--- config.mk ---
export PLATFORM = sky130hd
export DESIGN_NAME = boot_rom_loader_flat
export DESIGN_NICKNAME = d
export VERILOG_FILES = /design/src/rtl/boot_rom_loader_pkg.sv /design/src/rtl/boot_rom_loader_if.sv /design/src/rtl/boot_rom_loader.sv /design/src/flat_wrapper.sv
export SDC_FILE = /design/constraint.sdc
export NUM_CORES = 1
export LEC_CHECK = 0
export CAP_MARGIN = 10
export CORE_ASPECT_RATIO = 1.4
export CORE_UTILIZATION = 30
export CTS_BUF_LIST = sky130_fd_sc_hd__clkbuf_4
export DETAILED_ROUTE_END_ITERATION = 8
export GPL_ROUTABILITY_DRIVEN = 0
export GPL_TIMING_DRIVEN = 0
export SLEW_MARGIN = 20
export SYNTH_ARGS = -nofsm -noshare
export SYNTH_HDL_FRONTEND = slang
export SYNTH_SLANG_ARGS = --single-unit
--- constraint.sdc ---
create_clock -name clk -period 3.5 [get_ports clk]
set_input_delay 0.525 -clock clk [delete_from_list [all_inputs] [get_ports clk]]
set_output_delay 0.525 -clock clk [all_outputs]
set_load 0.05 [all_outputs]
--- src/rtl/boot_rom_loader_pkg.sv ---
// Shared types and constants for the boot ROM loader: FSM encoding and write-port constants.
`ifndef ROM_ADDR_WIDTH
`define ROM_ADDR_WIDTH 16
`endif

package boot_loader_pkg;

  typedef enum logic [2:0] {
    S_IDLE = 3'd0,
    S_RD   = 3'd1,
    S_CAP  = 3'd2,
    S_WR   = 3'd3,
    S_DONE = 3'd4
  } state_e;

  localparam logic [3:0] BE_FULL    = 4'hF;
  localparam int         WORD_BYTES = 4;

endpackage

--- src/rtl/boot_rom_loader_if.sv ---
// Bundle of the loader's ROM read port, RAM write port, start request and status outputs.
interface boot_rom_loader_if #(
  parameter int ROM_AW = `ROM_ADDR_WIDTH,
  parameter int MEM_AW = 32,
  parameter int DW     = 32
);

  logic              start_i;
  logic              rom_en_o;
  logic [ROM_AW-1:0] rom_addr_o;
  logic [DW-1:0]     rom_rdata_i;
  logic              mem_req_o;
  logic              mem_we_o;
  logic [3:0]        mem_be_o;
  logic [MEM_AW-1:0] mem_addr_o;
  logic [DW-1:0]     mem_wdata_o;
  logic              mem_gnt_i;
  logic              busy_o;
  logic              done_o;
  logic              fetch_en_o;
  logic [31:0]       checksum_o;

  modport master (
    input  start_i, rom_rdata_i, mem_gnt_i,
    output rom_en_o, rom_addr_o, mem_req_o, mem_we_o, mem_be_o, mem_addr_o,
           mem_wdata_o, busy_o, done_o, fetch_en_o, checksum_o
  );

  modport slave (
    output start_i, rom_rdata_i, mem_gnt_i,
    input  rom_en_o, rom_addr_o, mem_req_o, mem_we_o, mem_be_o, mem_addr_o,
           mem_wdata_o, busy_o, done_o, fetch_en_o, checksum_o
  );

endinterface

--- src/rtl/boot_rom_loader.sv ---
// Copies NUM_WORDS words from the boot ROM into instruction RAM, sums them, then
// raises fetch enable so the core can start.
//
// state  | meaning
// IDLE   | waiting for auto-start or start_i
// RD     | ROM read enable for word[index]
// CAP    | ROM data valid: capture and accumulate checksum
// WR     | RAM write request held until grant
// DONE   | copy complete, fetch enable released (sticky until reset)
module boot_rom_loader
  import boot_loader_pkg::*;
#(
  parameter int          ROM_ADDR_WIDTH = `ROM_ADDR_WIDTH,
  parameter int          MEM_ADDR_WIDTH = 32,
  parameter int          DATA_WIDTH     = 32,
  parameter int          NUM_WORDS      = 256,
  parameter logic [31:0] SRC_BASE       = 32'h0000_0000,
  parameter logic [31:0] DST_BASE       = 32'h0000_8000,
  parameter bit          AUTO_START     = 1'b1
) (
  input  logic              clk,
  input  logic              rst,
  boot_rom_loader_if.master bus
);

  localparam int IW = (NUM_WORDS < 1) ? 1 : $clog2(NUM_WORDS + 1);
  localparam logic [IW-1:0] LAST_IDX = IW'((NUM_WORDS == 0) ? 0 : NUM_WORDS - 1);
  localparam logic [ROM_ADDR_WIDTH-1:0] ROM_BASE = ROM_ADDR_WIDTH'(SRC_BASE);
  localparam logic [MEM_ADDR_WIDTH-1:0] MEM_BASE = MEM_ADDR_WIDTH'(DST_BASE);

  state_e                    state_q, state_d;
  logic [IW-1:0]             index_q, index_d;
  logic [DATA_WIDTH-1:0]     data_q, data_d;
  logic [31:0]               checksum_q, checksum_d;
  logic [ROM_ADDR_WIDTH-1:0] rom_word_addr;
  logic [MEM_ADDR_WIDTH-1:0] mem_word_addr;
  logic                      in_rd;
  logic                      in_wr;

  always_comb begin
    state_d    = state_q;
    index_d    = index_q;
    data_d     = data_q;
    checksum_d = checksum_q;
    case (state_q)
      S_IDLE: begin
        if (AUTO_START || bus.start_i) begin
          state_d = (NUM_WORDS == 0) ? S_DONE : S_RD;
        end
      end
      S_RD: begin
        state_d = S_CAP;
      end
      S_CAP: begin
        data_d     = bus.rom_rdata_i;
        checksum_d = checksum_q + 32'(bus.rom_rdata_i);
        state_d    = S_WR;
      end
      S_WR: begin
        // Request stays up until granted; the grant cycle is the last request cycle.
        if (bus.mem_gnt_i) begin
          if (index_q == LAST_IDX) begin
            state_d = S_DONE;
          end else begin
            index_d = index_q + IW'(1);
            state_d = S_RD;
          end
        end
      end
      S_DONE: begin
        state_d = S_DONE;
      end
      default: begin
        state_d = S_IDLE;
      end
    endcase
  end

  always_ff @(posedge clk or posedge rst) begin
    if (rst) begin
      state_q    <= S_IDLE;
      index_q    <= '0;
      data_q     <= '0;
      checksum_q <= '0;
    end else begin
      state_q    <= state_d;
      index_q    <= index_d;
      data_q     <= data_d;
      checksum_q <= checksum_d;
    end
  end

  // Both address generators wrap silently at their port width.
  assign rom_word_addr = ROM_BASE + ROM_ADDR_WIDTH'(index_q) * ROM_ADDR_WIDTH'(WORD_BYTES);
  assign mem_word_addr = MEM_BASE + MEM_ADDR_WIDTH'(index_q) * MEM_ADDR_WIDTH'(WORD_BYTES);

  assign in_rd = (state_q == S_RD);
  assign in_wr = (state_q == S_WR);

  assign bus.rom_en_o    = in_rd;
  assign bus.rom_addr_o  = in_rd ? rom_word_addr : '0;
  assign bus.mem_req_o   = in_wr;
  assign bus.mem_we_o    = in_wr;
  assign bus.mem_be_o    = in_wr ? BE_FULL : 4'h0;
  assign bus.mem_addr_o  = in_wr ? mem_word_addr : '0;
  assign bus.mem_wdata_o = in_wr ? data_q : '0;
  assign bus.busy_o      = (state_q == S_RD) || (state_q == S_CAP) || (state_q == S_WR);
  assign bus.done_o      = (state_q == S_DONE);
  assign bus.fetch_en_o  = (state_q == S_DONE);
  assign bus.checksum_o  = checksum_q;

endmodule

--- src/flat_wrapper.sv ---
// flat-port wrapper written by rule: the top's interface ports become plain ports
module boot_rom_loader_flat import boot_loader_pkg::*;
#(
  parameter int          ROM_ADDR_WIDTH = `ROM_ADDR_WIDTH,
  parameter int          MEM_ADDR_WIDTH = 32,
  parameter int          DATA_WIDTH     = 32,
  parameter int          NUM_WORDS      = 256,
  parameter logic [31:0] SRC_BASE       = 32'h0000_0000,
  parameter logic [31:0] DST_BASE       = 32'h0000_8000,
  parameter bit          AUTO_START     = 1'b1
)
  (clk, rst, bus_start_i, bus_rom_rdata_i, bus_mem_gnt_i, bus_rom_en_o, bus_rom_addr_o, bus_mem_req_o, bus_mem_we_o, bus_mem_be_o, bus_mem_addr_o, bus_mem_wdata_o, bus_busy_o, bus_done_o, bus_fetch_en_o, bus_checksum_o);
  boot_rom_loader_if #(.ROM_AW(16)) bus_i ();
  input  logic clk;
  input  logic rst;
  input wire logic [$bits(bus_i.start_i)-1:0] bus_start_i;
  input wire logic [$bits(bus_i.rom_rdata_i)-1:0] bus_rom_rdata_i;
  input wire logic [$bits(bus_i.mem_gnt_i)-1:0] bus_mem_gnt_i;
  output wire logic [$bits(bus_i.rom_en_o)-1:0] bus_rom_en_o;
  output wire logic [$bits(bus_i.rom_addr_o)-1:0] bus_rom_addr_o;
  output wire logic [$bits(bus_i.mem_req_o)-1:0] bus_mem_req_o;
  output wire logic [$bits(bus_i.mem_we_o)-1:0] bus_mem_we_o;
  output wire logic [$bits(bus_i.mem_be_o)-1:0] bus_mem_be_o;
  output wire logic [$bits(bus_i.mem_addr_o)-1:0] bus_mem_addr_o;
  output wire logic [$bits(bus_i.mem_wdata_o)-1:0] bus_mem_wdata_o;
  output wire logic [$bits(bus_i.busy_o)-1:0] bus_busy_o;
  output wire logic [$bits(bus_i.done_o)-1:0] bus_done_o;
  output wire logic [$bits(bus_i.fetch_en_o)-1:0] bus_fetch_en_o;
  output wire logic [$bits(bus_i.checksum_o)-1:0] bus_checksum_o;
  assign bus_i.start_i = bus_start_i;
  assign bus_i.rom_rdata_i = bus_rom_rdata_i;
  assign bus_i.mem_gnt_i = bus_mem_gnt_i;
  assign bus_rom_en_o = bus_i.rom_en_o;
  assign bus_rom_addr_o = bus_i.rom_addr_o;
  assign bus_mem_req_o = bus_i.mem_req_o;
  assign bus_mem_we_o = bus_i.mem_we_o;
  assign bus_mem_be_o = bus_i.mem_be_o;
  assign bus_mem_addr_o = bus_i.mem_addr_o;
  assign bus_mem_wdata_o = bus_i.mem_wdata_o;
  assign bus_busy_o = bus_i.busy_o;
  assign bus_done_o = bus_i.done_o;
  assign bus_fetch_en_o = bus_i.fetch_en_o;
  assign bus_checksum_o = bus_i.checksum_o;
  boot_rom_loader #(.ROM_ADDR_WIDTH(ROM_ADDR_WIDTH), .MEM_ADDR_WIDTH(MEM_ADDR_WIDTH), .DATA_WIDTH(DATA_WIDTH), .NUM_WORDS(NUM_WORDS), .SRC_BASE(SRC_BASE), .DST_BASE(DST_BASE), .AUTO_START(AUTO_START)) u_core (.clk(clk), .rst(rst), .bus(bus_i));
endmodule
==> impl_metrics.yaml, run 1 <==
hold_path:
  hold_path_end: "u_core.data_q[2]"
  hp-class: "reg -> reg"
  min_from: "u_core.data_q[2]"
  hold_depth: 2
flow_run:
  drv_cap: 0
sta:
  fin_crit_sh_pct: 93.0
  final-hold-violation-count: 0
  tightest_slew_ps: 746
  finalSetupTns_ps: 0
  rsz0062_at_grt: "no"
  skew_ps: 24.3
  max_slew_margin_pct: 49.8
  setup_viol: 0
  drv_slew: 0
  period_needed_ps: 3250
  max_freq_mhz: 307
global_routing:
  first_global_vias: 4547
  grt.total_usage_pct: 16.9
  overflow: 0
  antenna_found_initial: 1
  grt_first_pass_wirelength_um: 23600
  grt_max_degree: 46
final_layout:
  multiInputGateArea_um2: 3000
  fillers: 1746
  utilization_pct: 41.4
  final_nets: 858
  regArea_um2: 1900
  drive_above_1_share_pct: 8.45
  area_growth_pct: 34.3
clock_tree:
  path_clk_slew_ps: 130
  clockBufferDepth: 2
  cts_sinks: 76
  cts_tree: "yes"
  clock_latency_ps: 440
  cts_buffers: 9
  cts_setup_buffers: 0
  cts-root-buf: "clkbuf_4"
  post_cts_resized: 4
  htree_levels: 3
  cts_hold_buf: 0
route:
  drtIter0Drc: 206
  drcViolationCount: 0
  vias_per_cell: 4.75
  vias: 4731
  drt-total-wl_um: 14500
  antenna_left: 0
  wl_per_cell_um: 14.6
  dr.pass1.iters: 4
worst_setup_path:
  critPathBufInv: 1
  crit_path_frequent_cell: "a21o_1"
  worst-endpoint-arrival_ps: 3580
  crit_path_top_delay_cell: "a2111oi_1"
  reg2reg_depth: 10
  critical_path_class: "in -> reg"
  crit_fanout: 4
  reg2reg_slack_ps: 350
  crit_chain: "clkdlybuf4s50_1 -> ha_1 -> fa_1 -> a21o_1 -> a21o_1 -> a2111oi_1 -> o21ai_1 -> a221o_1 -> a31oi_1 -> or4b_1 -> nand3_1"
  critical_path.startpoint_type: "input pin"
  reg2reg_to: "u_core.bus.checksum_o[18]"
  slowest_delay_ps: 610
  cp.required_ps: 3820
  r2r_start: "u_core.bus.checksum_o[0]"
  cp-end-kind: "flop"
  crit_family: "compound AO/OA/AOI/OAI gates"
synthesis:
  synth_edf_count: 0
  synthFlopType: "dfrtp_1"
  synth-adder-area-share_pct: 8.35
  yosysWarningCount: 0
  yosys_register_bits: 76
  synth-simple-area-share_pct: 25.3
  muxShareOfSynthArea_pct: 0.410
  synth_xor_area_share_pct: 4.90
  netlist_area_um2: 5190
  yosysSeqAreaShare_pct: 36.7
  async_reset_ff_share_pct: 100
  ys_types: 60
  syn_area_per_cell_um2: 8.35
  synth_compound_area_share_pct: 16.5
  syn-instance-count: 621
  synth_top_family_by_area: "simple AND/OR/NAND/NOR gates"
place:
  dp.final_hpwl_um: 11200
  io_buffers: 127
status:
  outcome: "completed"
floorplanning:
  dieHeight_um: 158
  row_count: 56
  die_w_um: 113
  core_um2: 16800
  dieArea_um2: 17800
  start_util_pct: 30.8
  pin_count: 158
-- through the flow --
stage          hold WS (ps)  instance area [um^2]  setup slack, ps  cells
6_report                478                  6970              246    997
5_1_grt                 506                  6970             17.5    997
4_1_cts                 484                  6960             27.7    996
3_5_place_dp            454                  6840             -277    980
3_3_place_gp            449                  6820             -505    979
2_1_floorplan           437                  5290              363    649
-- layout make-up --
type | instances | area share, %
plain buffers | 61 | 5.32
multi-input cells | 502 | 43.0
repair buffers | 128 | 18.6
inverters | 10 | 0.575
clock inverters | 7 | 0.593
well taps | 203 | 3.65
diodes | 1 | 0.0359
clock buffers | 9 | 0.970
flip-flops and latches | 76 | 27.3
-- layer usage --
layer | global-route usage, % | up-vias | share of wire [%]
met1 | 20.4 | 2220 | 44
li1 | - | 2387 | -
met2 | 30.6 | 112 | 51
met5 | 0 | - | 0
met4 | 5.26 | 0 | 1.3
met3 | 2.83 | 12 | 3.9
-- placed cells by master, fill, tap and decap left out, types with 5 or more instances in the layout --
cell type,Yosys,final
o21ai_0,5,5
clkbuf_4,0,9
inv_1,9,8
clkdlybuf4s50_1,0,126
nand2_1,161,161
nand3_1,10,10
nor3_1,6,6
ha_1,33,33
dfrtp_1,76,76
xnor2_1,14,14
conb_1,1,29
a21oi_1,31,31
a21o_1,22,22
o21ai_1,27,27
nor2_1,24,23
buf_4,36,36
clkbuf_1,21,18
and2_1,50,50
nand4_1,6,6
xor2_1,15,15
-- synth_stat cells, types with 14 or more instances --
library cell  instances  area share (%)
a21o_1               22             3.2
a21oi_1              31             3.0
and2_1               50             6.0
buf_4                36             5.2
clkbuf_1             21             1.5
dfrtp_1              76              37
ha_1                 33             8.0
nand2_1             161              12
nor2_1               24             1.7
o21ai_1              27             2.6
xnor2_1              14             2.4
xor2_1               15             2.5
-- worst min-delay path, stage by stage (launching register included) --
cell and delay [ps]:
dfrtp_1 350, nand2_1 50, nand2_1 50
-- logic make-up after synthesis --
| kind of cell | after synthesis |
|---|---|
| adder cells (fa/ha/maj) | 34 |
| AND/OR/NAND/NOR | 282 |
| buffers and inverters | 71 |
| XOR/XNOR | 29 |
| multiplexers | 2 |
| other | 1 |
| AO/OA/AOI/OAI | 126 |
| flip-flops | 76 |
-- registers in the layout, indices dropped and copies added, names as in the netlist --
signal,flops
u_core.bus.checksum_o,32
u_core.data_q,32
u_core.index_q,9
u_core.state_q,3
-- how the worst max path moves through the flow --
stage / start / end / cells past startpoint
detailed placement: bus_rom_rdata_i[0] / u_core.bus.checksum_o[18] / 11
CTS: u_core.state_q[2] / bus_mem_wdata_o[6] / 5
global placement: rst / u_core.data_q[18] / 2
finish: bus_rom_rdata_i[0] / u_core.bus.checksum_o[18] / 11
global route: u_core.state_q[2] / bus_mem_wdata_o[6] / 5
floorplan: u_core.state_q[2] / bus_rom_addr_o[10] / 3
Power of run 1 is left out: the tool's default activity adds up to more than one toggle a clock period on the data nets, which glitch-free logic cannot reach.
==> run 2, diff against run 1 <==
Settings changed: CELL_PAD_IN_SITES_DETAIL_PLACEMENT set to 2, CELL_PAD_IN_SITES_GLOBAL_PLACEMENT set to 2, PLACE_DENSITY_LB_ADDON set to 0.1.
Clock period 3.5 ns to 3.8 ns, I/O delays scaled along.
==> run 2 against run 1 <==
Count of clock-buffer cells in the layout is the same. Via count grew 5.5%. Utilization grew 0.21 points. Setup slack lost 46 ps. First-iteration DRC count shrank 54%. Flip-flop and latch count is the same. Sequential share of layout area shrank 0.14 points. Register-to-register slack gained 210 ps. Clock skew shrank 9.3 ps. Critical path type is now reg -> out. Largest cell class unchanged.
==> impl_metrics.yaml, run 2 (same netlist as run 1, synthesis figures left out) <==
route:
  wl_per_cell_um: 17.9
  antenna_left: 0
  drtIter0Drc: 94
  drcViolationCount: 0
  dr.pass1.iters: 4
  vias_per_cell: 5.01
  drt-total-wl_um: 17800
  vias: 4992
worst_setup_path:
  crit_path_top_delay_cell: "clkdlybuf4s50_1"
  cp-end-kind: "output port"
  crit_fanout: 10
  crit_chain: "nand2_1 -> nor2_1 -> clkbuf_1 -> and2_1 -> clkdlybuf4s50_1"
  reg2reg_to: "u_core.bus.checksum_o[18]"
  critical_path.startpoint_type: "flop"
  worst-endpoint-arrival_ps: 3030
  cp.required_ps: 3230
  critical_path_class: "reg -> out"
  reg2reg_depth: 10
  reg2reg_slack_ps: 560
  slowest_delay_ps: 810
  r2r_start: "u_core.bus.checksum_o[0]"
sta:
  fin_crit_sh_pct: 94.8
  drv_slew: 0
  period_needed_ps: 3600
  whs_ps: 445
  max_freq_mhz: 278
  setup_viol: 0
  max_slew_margin_pct: 31.6
  final-hold-violation-count: 0
  skew_ps: 15.0
  tightest_slew_ps: 1020
floorplanning:
  die_w_um: 113
  start_util_pct: 30.8
  core_um2: 16800
  pin_count: 158
  dieHeight_um: 158
  dieArea_um2: 17800
  row_count: 56
global_routing:
  first_global_vias: 5650
  antenna_found_initial: 1
  overflow: 0
  grt.total_usage_pct: 21.1
  grt_first_pass_wirelength_um: 29300
  grt_max_degree: 49
final_layout:
  layout_common_cells: "161 x nand2_1, 127 x clkdlybuf4s50_1, 76 x dfrtp_1, 50 x and2_1, 36 x buf_4"
  area_growth_pct: 35.0
  final_nets: 858
  fillers: 1969
  drive_above_1_share_pct: 7.83
  layout_commonest_cell: "nand2_1"
clock_tree:
  cts_setup_buffers: 0
  cts_sinks: 76
  path_clk_slew_ps: 140
  cts_tree: "yes"
  clockBufferDepth: 2
  htree_levels: 3
  cts_buffers: 9
  cts-root-buf: "clkbuf_4"
  clock_latency_ps: 470
place:
  dp.final_hpwl_um: 14000
  io_buffers: 127
status:
  outcome: "completed"
hold_path:
  hp-class: "in -> async"
flow_run:
  drv_cap: 0
## run 2: cell count changes in the layout (fill, tap and decap cells not counted), sizes merged
cell	change
bufinv	+2
clkdlybuf4s50	+1
clkinv	-1
clkinvlp	-1
diode	+1
dlymetal6s2s	-1
inv	-1
## run 2: per-stage QoR
step | TNS [ps] | instances | utilization, % | area (um^2) | setup WS (ps)
6_report | 0 | 997 | 41.6 | 7000 | 199
3_3_place_gp | -16030 | 979 | 40.5 | 6820 | -214
5_1_grt | -0.151 | 997 | 41.6 | 7000 | -0.151
4_1_cts | 0 | 995 | 41.6 | 7000 | 29.3
3_5_place_dp | -162 | 980 | 40.7 | 6850 | -101
2_1_floorplan | 0 | 649 | - | 5290 | 618
## run 2: critical path: cells and delay by family (launching register included)
family | cells | cell delay, ps
simple gates | 3 | 770
flops | 1 | 470
buf+inv | 2 | 1310
## run 2: worst max path at each step
stage / end / startpoint
floorplan: bus_rom_addr_o[10] / u_core.state_q[2]
global placement: u_core.bus.checksum_o[13] / rst
detailed placement: u_core.bus.checksum_o[18] / bus_rom_rdata_i[0]
CTS: bus_mem_addr_o[9] / u_core.state_q[0]
global route: bus_mem_wdata_o[20] / u_core.state_q[0]
finish: bus_mem_wdata_o[21] / u_core.state_q[0]
## run 2: per-layer routing
layer,global-route usage (%),wire (um),up-vias
met2,41.2,9840,99
met5,0,0,-
met4,8.08,323,0
li1,-,-,2377
met1,23.2,7180,2500
met3,1.99,476,16
## run 2: what timing repair did
item                       CTS  global route
hold buffers                 0             0
setup endpoints to repair    0            14
gates resized for setup      0             2
## run 2: cell type report
cell class              instances  area, um^2  share of cell area (%)
diodes                          2        5.00                  0.0715
plain buffers                  61         368                    5.25
well taps                     203         254                    3.63
flip-flops and latches         76        1900                    27.2
inverters                      10        40.0                   0.572
clock inverters                 6        80.1                    1.14
repair buffers                128        1300                    18.5
multi-input cells             502        2990                    42.7
clock buffers                   9        67.6                   0.965
Power of run 2 is left out for the same reason.
==> run 3, diff against run 2 <==
Settings changed: CTS_CLUSTER_DIAMETER set to 120, MAX_ROUTING_LAYER set to met4.
==> run 3 against run 2 <==
First-iteration DRC count increased by 5.3%. Flip-flop and latch count unchanged. Count of clock-buffer cells in the layout unchanged. Hold slack got worse by 0.89 ps. Setup slack improved by 10 ps. Cell count unchanged. Non-clock buffer count unchanged. Via count increased by 0.20%. Utilization about the same. Die area unchanged. Global-route usage increased by 0.63 points. Critical endpoint is now bus_rom_addr_o[3]. Largest cell class unchanged.
==> impl_metrics.yaml, run 3 (same netlist as run 1, synthesis figures left out) <==
final_layout:
  fin_area_um2: 7000
  utilization_pct: 41.6
  stdcell_count: 997
  layout_common_cells: "161 x nand2_1, 127 x clkdlybuf4s50_1, 76 x dfrtp_1, 50 x and2_1, 36 x buf_4"
  area_growth_pct: 35.0
  multiInputGateArea_um2: 2990
  fillers: 1968
  layout_commonest_cell: "nand2_1"
  final_nets: 858
  regArea_um2: 1900
  drive_above_1_share_pct: 7.95
place:
  dp_cells: 980
  dp.final_hpwl_um: 14000
  io_buffers: 127
  placed_area_um2: 6850
  dp_slack_ps: -101
clock_tree:
  cts_sinks: 76
  cts_tree: "yes"
  path_clk_slew_ps: 140
  post_cts_resized: 0
  clockBufferDepth: 2
  cts-root-buf: "clkbuf_4"
  cts_hold_buf: 0
  htree_levels: 3
  clock_latency_ps: 470
  cts_buffers: 9
  cts_setup_buffers: 0
worst_setup_path:
  cp.required_ps: 3230
  reg2reg_depth: 10
  cp-end-kind: "output port"
  reg2reg_slack_ps: 550
  critPathBufInv: 2
  reg2reg_to: "u_core.bus.checksum_o[18]"
  r2r_start: "u_core.bus.checksum_o[0]"
  crit_chain: "clkbuf_1 -> nor3b_1 -> and2_1 -> clkdlybuf4s50_1"
  crit_family: "simple AND/OR/NAND/NOR gates"
  slowest_delay_ps: 900
  critical_path_class: "reg -> out"
  worst-endpoint-arrival_ps: 3020
  crit_path_top_delay_cell: "nor3b_1"
  critical_path.startpoint_type: "flop"
  crit_fanout: 10
sta:
  skew_ps: 17.0
  max_freq_mhz: 279
  fin_crit_sh_pct: 94.5
  tightest_slew_ps: 1050
  setup_viol: 0
  max_slew_margin_pct: 29.6
  rsz0062_at_grt: "no"
  period_needed_ps: 3590
  final-hold-violation-count: 0
  drv_slew: 0
  layout_setup_ws_ps: 209
route:
  antenna_left: 0
  drcViolationCount: 0
  drt-total-wl_um: 17900
  wl_per_cell_um: 17.9
  vias: 5002
  drtIter0Drc: 99
  vias_per_cell: 5.02
  dr.pass1.iters: 4
floorplanning:
  row_count: 56
  core_um2: 16800
  pin_count: 158
  start_util_pct: 30.8
  dieHeight_um: 158
  die_w_um: 113
  dieArea_um2: 17800
status:
  outcome: "completed"
hold_path:
  hp-class: "in -> async"
global_routing:
  grt.total_usage_pct: 21.7
  overflow: 0
  grt_max_degree: 49
  first_global_vias: 5651
  grt_first_pass_wirelength_um: 29300
  antenna_found_initial: 1
flow_run:
  drv_cap: 0
run 3: cell counts in the layout (fill, tap and decap cells not counted):
Identical to the previous run, type by type.
run 3: area by class of cell:
class                           count  share of cell area [%]
Multi-Input combinational cell    502                    42.6
Sequential cell                    76                    27.2
Timing Repair Buffer              128                    18.5
Buffer                             61                    5.27
Tap cell                          203                    3.63
Clock inverter                      6                    1.14
Clock buffer                        9                   0.965
Inverter                           10                   0.572
Antenna cell                        2                  0.0715
run 3: metrics by stage:
step	hold slack, ps	setup TNS, ps
after floorplan	437	0
after global placement	450	-16030
after detailed placement	460	-162
after CTS	425	0
after global routing	460	0
final	444	0
run 3: how the worst max path moves through the flow:
stage                     cells past startpoint                         to                from
after CTS                                     5          bus_mem_addr_o[9]   u_core.state_q[0]
after global routing                          4          bus_rom_addr_o[3]   u_core.state_q[2]
final                                         4          bus_rom_addr_o[3]   u_core.state_q[2]
after floorplan                               3         bus_rom_addr_o[10]   u_core.state_q[2]
after detailed placement                     11  u_core.bus.checksum_o[18]  bus_rom_rdata_i[0]
after global placement                        2  u_core.bus.checksum_o[13]                 rst
run 3: layer usage:
metal,GRT usage [%],share of wire [%]
met5,-,0
met4,8.08,1.9
met3,1.88,2.6
met2,41.2,55
met1,23.3,40
run 3: worst reg2reg max path, cell delays in order, from the launching register on:
cell       delay [ps]
dfrtp_1           440
ha_1              240
fa_1              410
a21o_1            200
a21o_1            220
a2111oi_0         660
o21ai_1           160
a221o_1           350
a31oi_1           260
or4b_1            160
nand3_1            60
Power of run 3 is left out for the same reason.
